===== src/rtl/sspim_pkg.sv =====
// Shared definitions for the SPI master controller: op types, FSM state codes,
// the latched operation configuration and byte-selection helpers.
package sspim_pkg;

    localparam logic [1:0] OP_WR   = 2'b00;
    localparam logic [1:0] OP_RD   = 2'b01;
    localparam logic [1:0] OP_WRRD = 2'b10;

    typedef logic [2:0] state_t;

    localparam state_t ST_IDLE      = 3'd0;
    localparam state_t ST_CS_SETUP  = 3'd1;
    localparam state_t ST_LOAD      = 3'd2;
    localparam state_t ST_SHIFT     = 3'd3;
    localparam state_t ST_BYTE_DONE = 3'd4;
    localparam state_t ST_CS_GAP    = 3'd5;
    localparam state_t ST_CS_HOLD   = 3'd6;
    localparam state_t ST_DONE      = 3'd7;

    typedef struct packed {
        logic [1:0]  op_type;
        logic [1:0]  size;
        logic        cs_byte;
        logic [31:0] datain;
    } cfg_t;

    // The reserved code 11 behaves as write-read, so only 00 skips capture.
    function automatic logic op_reads(input logic [1:0] op);
        return op != OP_WR;
    endfunction

    // Byte idx (0 = first sent) of the write word; reads shift out zeros.
    function automatic logic [7:0] tx_byte(input cfg_t cfg, input logic [1:0] idx);
        logic [1:0] sel;
        sel = cfg.size - idx;
        if (cfg.op_type == OP_RD) begin
            return 8'h00;
        end
        return cfg.datain[{sel, 3'b000} +: 8];
    endfunction

endpackage


===== src/rtl/sspim_clkgen.sv =====
// Serial clock divider: while enabled, toggles sck every half_m1+1 clk cycles
// starting low, with one-cycle pulses in the first cycle after each edge.
module sspim_clkgen #(
    parameter int SCK_DIV_W = 6
) (
    input  logic                 clk,
    input  logic                 reset,
    input  logic                 en,
    input  logic [SCK_DIV_W-1:0] half_m1,
    output logic                 sck_int,
    output logic                 sck_pe,
    output logic                 sck_ne
);

    logic [SCK_DIV_W-1:0] div_cnt_reg;
    logic                 sck_reg;
    logic                 pe_reg;
    logic                 ne_reg;

    always_ff @(posedge clk) begin
        if (reset || !en) begin
            div_cnt_reg <= '0;
            sck_reg     <= 1'b0;
            pe_reg      <= 1'b0;
            ne_reg      <= 1'b0;
        end else begin
            pe_reg <= 1'b0;
            ne_reg <= 1'b0;
            if (div_cnt_reg == half_m1) begin
                div_cnt_reg <= '0;
                sck_reg     <= ~sck_reg;
                pe_reg      <= ~sck_reg;
                ne_reg      <= sck_reg;
            end else begin
                div_cnt_reg <= div_cnt_reg + 1'b1;
            end
        end
    end

    assign sck_int = sck_reg;
    assign sck_pe  = pe_reg;
    assign sck_ne  = ne_reg;

endmodule


===== src/rtl/sspim_ctl.sv =====
// SPI master operation sequencer (mode 0): chip-select framing, per-byte load
// and shift control for the interface block, and read-data accumulation.
module sspim_ctl #(
    parameter int SCK_DIV_W = 6
) (
    input  logic                 clk,
    input  logic                 reset,
    input  logic                 cfg_op_req,
    input  logic [1:0]           cfg_op_type,
    input  logic [1:0]           cfg_transfer_size,
    input  logic [SCK_DIV_W-1:0] cfg_sck_period,
    input  logic                 cfg_cs_byte,
    input  logic [31:0]          cfg_datain,
    output logic [31:0]          cfg_dataout,
    output logic                 busy,
    output logic                 op_done,
    output logic                 sck_int,
    output logic                 sck_pe,
    output logic                 cs_int_n,
    output logic                 load_byte,
    output logic                 shift_out,
    output logic                 shift_in,
    output logic [7:0]           byte_out,
    input  logic [7:0]           byte_in
);

    import sspim_pkg::*;

    state_t               state_reg;
    state_t               state_next;
    cfg_t                 cfg_reg;
    logic [SCK_DIV_W-1:0] half_m1_reg;
    logic [SCK_DIV_W-1:0] hp_cnt_reg;
    logic [1:0]           byte_cnt_reg;
    logic [2:0]           bit_cnt_reg;
    logic                 shift_first_reg;
    logic [31:0]          dataout_reg;
    logic                 hp_done;
    logic                 sck_ne;
    logic                 clk_en;

    assign hp_done = (hp_cnt_reg == half_m1_reg);
    assign clk_en  = (state_reg == ST_SHIFT);

    sspim_clkgen #(
        .SCK_DIV_W (SCK_DIV_W)
    ) u_clkgen (
        .clk     (clk),
        .reset   (reset),
        .en      (clk_en),
        .half_m1 (half_m1_reg),
        .sck_int (sck_int),
        .sck_pe  (sck_pe),
        .sck_ne  (sck_ne)
    );

    always_comb begin
        state_next = state_reg;
        case (state_reg)
            ST_IDLE:      if (cfg_op_req) state_next = ST_CS_SETUP;
            ST_CS_SETUP:  if (hp_done) state_next = ST_LOAD;
            ST_LOAD:      state_next = ST_SHIFT;
            ST_SHIFT:     if (sck_ne && bit_cnt_reg == 3'd7) state_next = ST_BYTE_DONE;
            ST_BYTE_DONE: begin
                if (byte_cnt_reg == cfg_reg.size) begin
                    state_next = ST_CS_HOLD;
                end else if (cfg_reg.cs_byte) begin
                    state_next = ST_CS_GAP;
                end else begin
                    state_next = ST_LOAD;
                end
            end
            ST_CS_GAP:    if (hp_done) state_next = ST_CS_SETUP;
            ST_CS_HOLD:   if (hp_done) state_next = ST_DONE;
            ST_DONE:      state_next = ST_IDLE;
            default:      state_next = ST_IDLE;
        endcase
    end

    always_ff @(posedge clk) begin
        if (reset) begin
            state_reg       <= ST_IDLE;
            cfg_reg         <= '0;
            half_m1_reg     <= '0;
            hp_cnt_reg      <= '0;
            byte_cnt_reg    <= '0;
            bit_cnt_reg     <= '0;
            shift_first_reg <= 1'b0;
            dataout_reg     <= '0;
        end else begin
            state_reg       <= state_next;
            // Half-period timer restarts on every state change.
            hp_cnt_reg      <= (state_next != state_reg) ? '0 : hp_cnt_reg + 1'b1;
            shift_first_reg <= (state_reg == ST_LOAD);
            case (state_reg)
                ST_IDLE: begin
                    if (cfg_op_req) begin
                        cfg_reg.op_type <= cfg_op_type;
                        cfg_reg.size    <= cfg_transfer_size;
                        cfg_reg.cs_byte <= cfg_cs_byte;
                        cfg_reg.datain  <= cfg_datain;
                        half_m1_reg     <= (cfg_sck_period == '0) ? SCK_DIV_W'(1) : cfg_sck_period;
                        dataout_reg     <= '0;
                        byte_cnt_reg    <= '0;
                    end
                end
                ST_LOAD: begin
                    bit_cnt_reg <= '0;
                end
                ST_SHIFT: begin
                    if (sck_ne) begin
                        bit_cnt_reg <= bit_cnt_reg + 1'b1;
                    end
                end
                ST_BYTE_DONE: begin
                    if (op_reads(cfg_reg.op_type)) begin
                        dataout_reg <= {dataout_reg[23:0], byte_in};
                    end
                    if (byte_cnt_reg != cfg_reg.size) begin
                        byte_cnt_reg <= byte_cnt_reg + 1'b1;
                    end
                end
                default: ;
            endcase
        end
    end

    assign cfg_dataout = dataout_reg;
    assign busy        = (state_reg != ST_IDLE);
    assign op_done     = (state_reg == ST_DONE);
    assign cs_int_n    = (state_reg == ST_IDLE) || (state_reg == ST_CS_GAP) || (state_reg == ST_DONE);
    assign load_byte   = (state_reg == ST_LOAD);
    assign byte_out    = tx_byte(cfg_reg, byte_cnt_reg);
    assign shift_in    = (state_reg == ST_SHIFT) && op_reads(cfg_reg.op_type);
    // MSB is presented right after LOAD, then one bit per falling edge except the last.
    assign shift_out   = (state_reg == ST_SHIFT) &&
                         (shift_first_reg || (sck_ne && bit_cnt_reg != 3'd7));

endmodule


===== config.mk =====
export PLATFORM = sky130hd
export DESIGN_NAME = sspim_ctl
export DESIGN_NICKNAME = d
export VERILOG_FILES = /design/src/rtl/sspim_pkg.sv /design/src/rtl/sspim_clkgen.sv /design/src/rtl/sspim_ctl.sv
export SDC_FILE = /design/constraint.sdc
export NUM_CORES = 1
export LEC_CHECK = 0
export ABC_CLOCK_PERIOD_IN_PS = 3200
export BUFFER_PORTS_ARGS = -buffer_cell sky130_fd_sc_hd__buf_2
export CORE_MARGIN = 2
export CORE_UTILIZATION = 42
export CTS_BUF_LIST = sky130_fd_sc_hd__clkbuf_4 sky130_fd_sc_hd__clkbuf_8
export DETAILED_ROUTE_END_ITERATION = 7
export PLACE_DENSITY = 0.71
export REMOVE_ABC_BUFFERS = 1
export SKIP_LAST_GASP = 1
export SYNTH_ARGS = -nofsm -noshare
export SYNTH_HDL_FRONTEND = slang
export SYNTH_SLANG_ARGS = --single-unit

===== constraint.sdc =====
create_clock -name clk -period 3.2 [get_ports clk]
set_clock_uncertainty 0.2 [all_clocks]
set_input_delay 0.64 -clock clk [delete_from_list [all_inputs] [get_ports clk]]
set_output_delay 0.64 -clock clk [all_outputs]
set_load 0.005 [all_outputs]

==> impl_metrics.ini <==
[floorplanning]
num_rows = 36
die-width_um = 105
core_um2 = 9820
start_util_pct = 43.6
ios = 102
die-height_um = 105
die-area_um2 = 11000

[sta]
hold_violations = 0
fin_crit_ns = 3.06
period_share_pct = 95.5
fmax_mhz = 327
setup_viol = 0
worst_pin_slew_ns = 0.772
setup_tns_ns = 0
slew_headroom_pct = 48.6
maxSlewViolCount = 0
rsz0062_at_grt = no

[clock_network]
clockBufferDepth = 2
cts_tree = yes
cts.reportedPaths.clkPinSlew_ns = 0.10
cts_hold_buf = 0
numCtsBuffers = 9
cts-root-buf = clkbuf_8
insertion_delay_ns = 0.37
htreeDepth = 3
cts.sinks = 99

[power]
power_frac_seq_pct = 45.4
swShare_pct = 33.4
intPower_mw = 2.16
ir_drop_mv = 0.316
power_mw = 3.25
p_leak_nw = 2.16
netSwitchingPower_mw = 1.08
power_density_nw_per_um2 = 631
combinationalPowerShare_pct = 26.8
pwr-share-clk_pct = 27.8

[final_layout]
nets = 659
diodes = 0
drive_gt1_share_pct = 22.1
finalInstanceArea_um2 = 5140
fillCellCount = 946
register_area_um2 = 1980
areaGrowthSynthToFinish_pct = 20.1
largest_register_ffs = 37
multi_input_area_um2 = 2140

[worst_setup_path]
rr_endpoint = cfg_dataout[17]$_SDFFE_PP0P_
ff2ff_path_depth = 7
rr_startpoint = state_reg[0]$_SDFF_PP0_
crit_slowest_cell = mux4_1
endpoint_kind = primary output
critical_path.max_fanout = 8
critPathKind = flop to primary output
cp_slowest_stage_delay_ns = 0.54
rrSetupSlack_ns = 0.78
worstPathCellList = xnor2_4 > xor2_4 > buf_12 > mux4_1 > nor2b_1 > buf_2
worstSetupStartpointType = flop
critPathArrivalTime_ns = 2.22
worstPathRequired_ns = 2.36

[placed_design]
hpwlAfterDp_um = 6950
portBuffers = 101
dpl_cell_area_um2 = 4880
place.gp.congestion = 0.812

[global_route]
grt_pass1_wl_um = 16900
grt_antenna_before_repair = 0
grt_start_max_net_pins = 44
grt_pass1_vias = 3688
grt_use_total_pct = 18.6
overflow = 0

[synthesis]
yosysUniqueCellTypes = 46
syn_area_um2 = 4280
synth_flop_cell = dfxtp_1
synth_warnings = 0
avgSynthCellArea_um2 = 8.34
synthCells = 513
ys_ff_latch = 99
async_reset_ff_share_pct = 0
yosysSeqAreaShare_pct = 46.3
synth-edff-count = 0

[min_path]
hold_end = cfg_dataout[24]$_SDFFE_PP0P_
hp-start = cfg_dataout[24]$_SDFFE_PP0P_
hold_class = flop to flop
hold_depth = 2

[route]
drt-initial-drc-count = 175
viasPerCell = 5.10
drt-pass1-iter-count = 4
finalWirelength_um = 10000
dr_total_vias = 3766
wl_per_cell_um = 13.6
drc = 0
ant_nets = 0

[run_status]
outcome = finished, final reports clean

[run]
cap_violations = 0
[Yosys cell counts (2+ instances only)]
| master | number | share of area [%] |
|---|---|---|
| nand3_1 | 39 | 4.6 |
| mux2i_1 | 2 | 0.47 |
| inv_1 | 8 | 0.70 |
| nor2b_1 | 12 | 1.8 |
| nor4_1 | 6 | 0.88 |
| xor2_1 | 12 | 2.5 |
| ha_1 | 5 | 1.5 |
| nor2_1 | 25 | 2.2 |
| nor4b_1 | 3 | 0.61 |
| and3_1 | 2 | 0.29 |
| nor3_1 | 3 | 0.35 |
| nand2b_1 | 3 | 0.44 |
| a31oi_1 | 2 | 0.29 |
| xnor2_1 | 8 | 1.6 |
| clkbuf_1 | 24 | 2.1 |
| a22oi_1 | 2 | 0.35 |
| a21oi_1 | 81 | 9.5 |
| buf_2 | 10 | 1.2 |
| nand2_1 | 128 | 11 |
| nand4b_1 | 2 | 0.41 |
| nand4_1 | 2 | 0.29 |
| dfxtp_1 | 99 | 46 |
| mux4_1 | 8 | 4.9 |
| o21ai_0 | 5 | 0.58 |
[repair_timing]
item | CTS | global route
resized for setup | 0 | 1
setup buffers | 1 | 0
endpoints found under the setup margin | 8 | 8
pin swaps | 1 | 0
endpoints found under the hold margin | 0 | 0
[cell usage in the layout (no fill, tap or decap), drive strengths merged, types with 8 or more instances in the layout]
| cell | n |
|---|---|
| mux4 | 8 |
| xor2 | 13 |
| inv | 10 |
| buf | 111 |
| nand3 | 39 |
| nor2b | 12 |
| a21oi | 81 |
| clkbuf | 11 |
| xnor2 | 9 |
| dfxtp | 99 |
| nand2 | 128 |
| nor2 | 25 |
[worst max path at each step]
stage,startpoint,cells past startpoint,endpoint
after floorplan,state_reg[0]$_SDFF_PP0_,5,half_m1_reg[0]$_SDFFE_PP0P_
after global placement,byte_cnt_reg[1]$_SDFFE_PP0P_,5,byte_out[3]
after detailed placement,byte_cnt_reg[1]$_SDFFE_PP0P_,5,byte_out[4]
after CTS,byte_cnt_reg[1]$_SDFFE_PP0P_,6,byte_out[4]
after global routing,byte_cnt_reg[1]$_SDFFE_PP0P_,6,byte_out[4]
final,byte_cnt_reg[1]$_SDFFE_PP0P_,6,byte_out[3]
[power groups by stage]
stage | Clock (mW) | Sequential, mW | Combinational (mW)
final | 0.904 | 1.47 | 0.869
after CTS | 0.931 | 1.47 | 0.871
after global placement | 0 | 1.49 | 0.834
after detailed placement | 0 | 1.50 | 0.857
after floorplan | 0 | 1.46 | 0.575
after global routing | 0.975 | 1.49 | 0.977
[metrics by stage]
step	hold slack (ns)	setup WS, ns	cells	utilization [%]
2_1_floorplan	0.225	0.409	478	-
3_3_place_gp	0.237	0.396	721	49.7
3_5_place_dp	0.244	0.359	721	49.7
4_1_cts	0.257	0.0321	738	52.2
5_1_grt	0.277	0.0256	738	52.3
6_report	0.255	0.143	738	52.3
[cell type report]
cell class                 count  share of cell area [%]
multi-input combinational    371                    41.7
sequential                    99                    38.6
timing repair buffer         111                    11.5
tap                          133                    3.24
clock buffer                  11                    2.82
clock inverter                 5                    1.61
inverter                       8                   0.584
[routing by layer]
layer | part of all wire (%) | global-route usage [%] | vias to the layer above
li1 | - | - | 1917
met1 | 44 | 21.4 | 1773
met2 | 52 | 34.2 | 66
met3 | 3.3 | 4.18 | 10
met4 | 1.0 | 5.43 | 0
met5 | 0 | 0 | -
[worst max-delay path, delay by kind of cell (launching register included)]
kind,cells,cell delay [ns]
flops,1,0.38
buf+inv,2,0.31
simple gates,1,0.14
mux,1,0.54
xor+xnor,2,0.48
[kinds of logic after synthesis]
logic type,Yosys count,share of synthesized area (%)
simple gates,232,24.5
compound gates,102,13.2
flops,99,46.3
buf+inv,43,4.09
xor+xnor,22,5.12
mux,10,5.38
fa+ha+maj,5,1.46
(Power assumes the default switching activity.)
